### src/rtl/mem_port_arbiter.sv
// Two-requester arbiter for the shared single-port instruction/data memory.
// One transaction at a time: IDLE grants, ACCESS drives the memory for LATENCY cycles, RESP pulses done.
module mem_port_arbiter #(
  parameter int ADDR_W   = 32,
  parameter int DATA_W   = 32,
  parameter int LATENCY  = 2,
  parameter int ARB_MODE = 0
) (
  input  logic                clk,
  input  logic                reset,
  input  logic                core_req,
  input  logic                core_we,
  input  logic [DATA_W/8-1:0] core_be,
  input  logic [ADDR_W-1:0]   core_addr,
  input  logic [DATA_W-1:0]   core_wdata,
  output logic                core_done,
  output logic [DATA_W-1:0]   core_rdata,
  input  logic                dbg_req,
  input  logic                dbg_we,
  input  logic [DATA_W/8-1:0] dbg_be,
  input  logic [ADDR_W-1:0]   dbg_addr,
  input  logic [DATA_W-1:0]   dbg_wdata,
  output logic                dbg_done,
  output logic [DATA_W-1:0]   dbg_rdata,
  output logic                mem_en,
  output logic                mem_we,
  output logic [DATA_W/8-1:0] mem_be,
  output logic [ADDR_W-1:0]   mem_addr,
  output logic [DATA_W-1:0]   mem_wdata,
  input  logic [DATA_W-1:0]   mem_rdata,
  output logic                busy
);
  localparam int BE_W = DATA_W / 8;
  localparam logic [3:0] CNT_INIT = 4'(LATENCY - 1);

  typedef enum logic [1:0] {IDLE, ACCESS, RESP} state_t;

  state_t            state, state_nx;
  logic [3:0]        cnt;
  logic              last_dbg;
  logic              win_dbg;
  logic              we_r;
  logic [BE_W-1:0]   be_r;
  logic [ADDR_W-1:0] addr_r;
  logic [DATA_W-1:0] wdata_r;

  logic              any_req;
  logic              pick_dbg;
  logic              sel_we;
  logic [BE_W-1:0]   sel_be;
  logic [ADDR_W-1:0] sel_addr;
  logic [DATA_W-1:0] sel_wdata;

  always_comb begin
    any_req = core_req | dbg_req;
    // Round-robin favours whoever did not win last; last_dbg resets high so core wins the first tie.
    if (ARB_MODE == 1) pick_dbg = dbg_req;
    else               pick_dbg = dbg_req & (~core_req | ~last_dbg);
    sel_we    = pick_dbg ? dbg_we    : core_we;
    sel_be    = pick_dbg ? dbg_be    : core_be;
    sel_addr  = pick_dbg ? dbg_addr  : core_addr;
    sel_wdata = pick_dbg ? dbg_wdata : core_wdata;
    state_nx  = state;
    case (state)
      IDLE:    if (any_req) state_nx = ACCESS;
      ACCESS:  if (cnt == 4'd0) state_nx = RESP;
      RESP:    state_nx = IDLE;
      default: state_nx = IDLE;
    endcase
  end

  always_ff @(posedge clk) begin
    if (reset) begin
      state      <= IDLE;
      cnt        <= 4'd0;
      last_dbg   <= 1'b1;
      win_dbg    <= 1'b0;
      we_r       <= 1'b0;
      be_r       <= '0;
      addr_r     <= '0;
      wdata_r    <= '0;
      core_rdata <= '0;
      dbg_rdata  <= '0;
    end else begin
      state <= state_nx;
      case (state)
        IDLE: begin
          if (any_req) begin
            win_dbg  <= pick_dbg;
            last_dbg <= pick_dbg;
            cnt      <= CNT_INIT;
            we_r     <= sel_we;
            be_r     <= sel_we ? sel_be : '1;
            addr_r   <= sel_addr;
            wdata_r  <= sel_wdata;
          end
        end
        ACCESS: begin
          if (cnt != 4'd0) begin
            cnt <= cnt - 4'd1;
          end else if (!we_r) begin
            if (win_dbg) dbg_rdata  <= mem_rdata;
            else         core_rdata <= mem_rdata;
          end
        end
        default: ;
      endcase
    end
  end

  assign mem_en    = (state == ACCESS);
  assign mem_we    = mem_en & we_r;
  assign mem_be    = be_r;
  assign mem_addr  = addr_r;
  assign mem_wdata = wdata_r;
  assign busy      = (state != IDLE);
  assign core_done = (state == RESP) & ~win_dbg;
  assign dbg_done  = (state == RESP) & win_dbg;

endmodule

### config.mk
export PLATFORM = sky130hd
export DESIGN_NAME = mem_port_arbiter
export DESIGN_NICKNAME = d
export VERILOG_FILES = /design/src/rtl/mem_port_arbiter.sv
export SDC_FILE = /design/constraint.sdc
export NUM_CORES = 1
export LEC_CHECK = 0
export ABC_AREA = 1
export CAP_MARGIN = 25
export CORE_UTILIZATION = 39
export DETAILED_ROUTE_END_ITERATION = 8
export GPL_TIMING_DRIVEN = 1
export PLACE_DENSITY_LB_ADDON = 0.12
export SETUP_SLACK_MARGIN = 0.4
export SLEW_MARGIN = 20
export SYNTH_ARGS = -nofsm -noshare
export SYNTH_HDL_FRONTEND = slang
export SYNTH_SLANG_ARGS = --single-unit
### constraint.sdc
create_clock -name clk -period 1.5 [get_ports clk]
set_input_delay 0.3 -clock clk [delete_from_list [all_inputs] [get_ports clk]]
set_output_delay 0.3 -clock clk [all_outputs]
set_load 0.1 [all_outputs]
After elaboration in Yosys (flattened, before gate mapping):

Index checks and enable logic that the tools add are counted.

* bits in registers: 141
* input bits: 174

* bitwise logic cells: 11
* reduce and logical (&&, ||, !) cells: 10
* muxes and demuxes: 11
* add/sub/neg operators: 1
* eq/ne operators: 5

Operators with widths (number)
* $mux W32: 2
* $mux W4: 4
* $pmux W4 S2: 1
* $reduce_and A4 Y1: 2
* $not A1 Y1: 5
* $and A1 B1 Y1: 4
* $logic_not A4 Y1: 1
* $mux W2: 2
* $ne A2 B1 Y1 const B: 2
* $pmux W2 S2: 1
* $reduce_and A2 Y1: 2
* $reduce_bool A2 Y1: 2
* $reduce_bool A4 Y1: 1
* $sub A4 B1 Y4 const B: 1
* $reduce_and A3 Y1: 1
* $eq A2 B1 Y1 const B: 1
* $eq A2 B2 Y1 const B: 1
* $logic_not A2 Y1: 1
* $ne A2 B2 Y1 const B: 1
* $or A1 B1 Y1: 2
* $mux W1: 1

Longest topological paths before layout:

* word-level depth: 5
* depth in mapped cells: 8

Least setup slack after synthesis:

Ideal clock, no wire load.

* kind: reg2out
* start: register win_dbg
* end: output port dbg_done
* data required time: 1200 ps
* slack: -1368 ps
* arrival: 2568 ps
* path buffers: 0
* stages on the path, launching flop included: 3
* cells stage by stage: dfxtp_1 -> inv_1 -> nor3_1

* longest elaborated chain between the ends: 1

Ends and longest elaborated chain
* from (decl): RTL line 41 `logic win_dbg;`
* from (signal assigned): RTL line 89 `win_dbg <= pick_dbg;`
* $and A1 B1 Y1: RTL line 118 `assign dbg_done = (state == RESP) & win_dbg;`
* to (decl): RTL line 23 `output logic dbg_done,`

No other way between the ends.

Worst setup path after layout:

* start: register state[0]
* end: register core_rdata[15]

* longest elaborated chain between the ends: 2

Ends and longest elaborated chain
* from (decl): RTL line 38 `state_t state, state_nx;`
* from (signal assigned): RTL line 85 `state <= state_nx;`
* $eq A2 B1 Y1: RTL line 86 `case (state)`
* $reduce_and A4 Y1 (no source line)
* to (signal assigned): RTL line 103 `else core_rdata <= mem_rdata;`
* to (decl): RTL line 17 `output logic [DATA_W-1:0] core_rdata,`

No other way between the ends.
A chain may end at the register's enable or synchronous reset.

==> run_results.csv <==
group,metric,value,unit
timing,timing.final.hold_violations,0,
floorplan,io_pins,311,
routing,wire_per_inst,28.6,µm
power,power,18400,µW
setup_path,reg2reg_depth,10,
global_route,track_usage,35.5,%
yosys,synthAdderAreaFrac,0.448,%
setup_path,criticalPathCategory,"reg2reg",
yosys,synth_compound_gate_area_share,21.2,%
floorplan,die_y,122,µm
clock_network,clock_latency,0.45,ns
floorplan,core-area,0.0139,mm²
worst_hold_path,hp-start,"core_wdata[30]",
clock_network,cts_hold_buf,0,
setup_path,arrival,2.17,ns
finish,final_nets,1309,
timing,fin_worst_skew,0.0131,ns
global_route,busiest_layer,"met2",
finish,final_util,95.6,%
global_route,grt_overflow,0,
setup_path,worst_r2r_startpoint,"state[0]",
finish,drive_gt1_share,53.4,%
global_route,grt_use_met2,62.3,%
global_route,use_met1,38.1,%
setup_path,start_kind,"flop",
yosys,synthSimpleGateAreaFrac,21.3,%
global_route,grt_max_degree,58,
global_route,grt_use_met3,9.55,%
place,dp_hpwl,14800,µm
timing,rsz0062_at_grt,"true",
setup_path,crit_fanout,5,
power,irDropWorstVdd,0.805,mV
yosys,async_flop_share,0,%
clock_network,clk_pin_slew,0.07,ns
timing,worst_slew_pin_slew,0.424,ns
worst_hold_path,min_path_type,"in2reg",
routing,drt_iter0_drc,1000,
power,cellLeakagePower,0.00518,µW
floorplan,start_util,40.1,%
yosys,synth_top_family_by_area,"simple AND/OR/NAND/NOR gates",
place,preCtsSetupSlack,-0.255,ns
setup_path,crit_path_end_kind,"flop",
place,place.gp.congestion,0.808,
yosys,seq_area_frac_synth,50.5,%
clock_network,cts_root_buf,"clkbuf_16",
global_route,grt_pass1_wl,39300,µm
finish,fillers,319,
finish,multiInputGateArea,0.00312,mm²
floorplan,dieWidth,122,µm
power,power.density,1380,mW/mm²
routing,drc,0,
routing,drtPass1Iterations,6,
global_route,grt_pass1_vias,7207,
run_status,outcome,"complete, but fails checks",
yosys,synth_largest_type_area_fraction,50.5,%
clock_network,h-tree-depth,4,
yosys,synth_cell_types,27,
timing,max_freq,547,MHz
yosys,synth_xor_area_share,0,%
routing,ant_nets,0,
yosys,yosys.area.top_type,"dfxtp_1",
yosys,ys.flop_type,"dfxtp_1",
yosys,synthTopCellsByArea,"dfxtp_1, o21ai_0, nand2_1, nor2_1, o21ai_1",
global_route,antenna_found_initial,2,
timing,min_period_over_period,122,%
clock_network,cts_buffers,17,
run_status,violations,"negative setup slack",
yosys,synth_nets,906,
routing,vias_per_cell,6.24,
yosys,synth-seq-cells,141,
setup_path,cp.required,1.84,ns
routing,vias,8283,
setup_path,r2r_slack,-0.33,ns
yosys,syn_avg_cell_area,7.65,µm²
worst_hold_path,holdPathEnd,"mem_wdata[30]",
setup_path,r2r-end,"core_rdata[15]",
clock_network,cts_tree,"built",
floorplan,rows,43,
clock_network,cts_sinks,141,
worst_hold_path,worstHoldPathCells,3,
timing,finalMaxSlewViolations,0,
yosys,synth_edf_count,0,
yosys,muxShareOfSynthArea,0,%
finish,area_delta_synth_final,138,%
clock_network,cts_buffer_depth,2,
timing,post-route-min-period,1.83,ns
timing,slew_headroom,71.5,%
floorplan,dieArea,0.0148,mm²
yosys,synth_cells,730,
timing,hold_ws,0.456,ns
place,io_buffers,310,
timing,setup_viol,140,
routing,routed_wl,37900,µm
timing,worst_slack,-0.327,ns
yosys,ys_warn_count,0,
yosys,syn_area,0.00559,mm²
finish,register_area,0.00307,mm²
flow_run,maxCapViolations,0,
[worst max-delay path by stage]
stage,from,to,slack (ns),cells past startpoint
final,state[0],core_rdata[15],-0.33,10
after global placement,dbg_req,mem_wdata[8],-0.20,7
after CTS,state[1],mem_en,-0.15,4
after detailed placement,core_req,mem_addr[26],-0.25,7
after global routing,state[0],core_rdata[25],-0.36,10
after floorplan,state[0],mem_we,-0.44,4
[through the flow]
stage,cell area (µm²),setup TNS [ns],std cells
after floorplan,5870,-15.15,730
after global placement,10500,-12.98,1196
after detailed placement,10500,-16.09,1196
after CTS,12100,-4.79,1266
after global routing,13300,-31.50,1327
final,13300,-27.31,1327
[cells in the final DEF (no fill, tap or decap), types with 2 or more instances in the layout]
master,Yosys,final
o21ai_1,67,95
o21ai_4,0,4
nor2_1,109,103
diode_2,0,2
nor3_4,0,2
clkinvlp_4,0,4
nand3_1,5,3
buf_8,0,6
nand3_4,1,2
buf_16,0,12
bufinv_16,0,5
o21ai_0,130,18
nor3_2,0,2
nand2_4,2,9
inv_2,3,6
clkbuf_8,0,3
dfxtp_4,0,32
nand2_8,0,2
dfxtp_2,0,105
a21oi_1,37,7
nor2_2,2,2
inv_4,0,2
dfxtp_1,141,4
buf_4,2,65
a21oi_2,0,30
nand2_2,1,21
clkbuf_16,0,24
nor3_1,36,32
nor2_4,3,9
inv_1,12,5
o21ai_2,1,81
ha_4,0,2
buf_12,0,157
nand2_1,120,91
clkdlybuf4s50_1,0,172
buf_6,11,18
[Yosys cell counts (2+ instances only)]
master	instances
dfxtp_1	141
o21ai_0	130
nand2_1	120
nor2_1	109
o21ai_1	67
a21oi_1	37
nor3_1	36
clkbuf_1	29
inv_1	12
buf_6	11
buf_2	10
nand3_1	5
inv_2	3
nor2_4	3
buf_4	2
ha_1	2
nand2_4	2
nor2_2	2
[critical path: stages, from the launching register on]
cell and delay (ns):
dfxtp_4 0.38, inv_2 0.06, nor2_4 0.20, buf_12 0.15
buf_12 0.10, nand2_8 0.06, nor2_8 0.21, buf_12 0.13
buf_12 0.13, nand2_4 0.06, a21oi_2 0.24
[kinds of logic (layout without fill, tap and decap cells)]
group / count (synthesis) / in the layout
AO/OA/AOI/OAI: 236 / 236
adder cells (fa/ha/maj): 2 / 2
buffers and inverters: 69 / 484
flip-flops: 141 / 141
other: 0 / 2
AND/OR/NAND/NOR: 282 / 282
[layout make-up]
class	count	area share [%]
repair buffers	438	46.3
multi-input cells	520	23.5
flip-flops and latches	141	23.1
clock buffers	21	3.53
well taps	180	1.69
clock inverters	10	1.40
inverters	15	0.545
diodes	2	0.0376
[routing by layer]
metal  wire length [µm]  vias up  part of all wire, %
met5                 38        -                 0.10
met4               3280        2                  8.7
met3               4150      281                   11
met2              17900      854                   47
met1              12500     3888                   33
li1                   -     3258                    -
[sequential cells by signal (all words and copies together), names as in the netlist]
register,flops
cnt,4
state,2
dbg_rdata,32
mem_be,4
core_rdata,32
mem_addr,32
we_r,1
win_dbg,1
last_dbg,1
mem_wdata,32
[power breakdown]
group / internal [µW] / leakage, µW / switching, µW
clock network: 3070 / 0.000311 / 1800
logic: 3490 / 0.00365 / 5320
registers: 4230 / 0.00122 / 531
total: 10800 / 0.00518 / 7650
[timing repair]
action	4_1_cts	5_1_grt
buffers inserted	27	52
resized for setup	99	229
endpoints found under the setup margin	277	278
pin swaps	21	95
cloned	12	7
(Power assumes the default switching activity.)
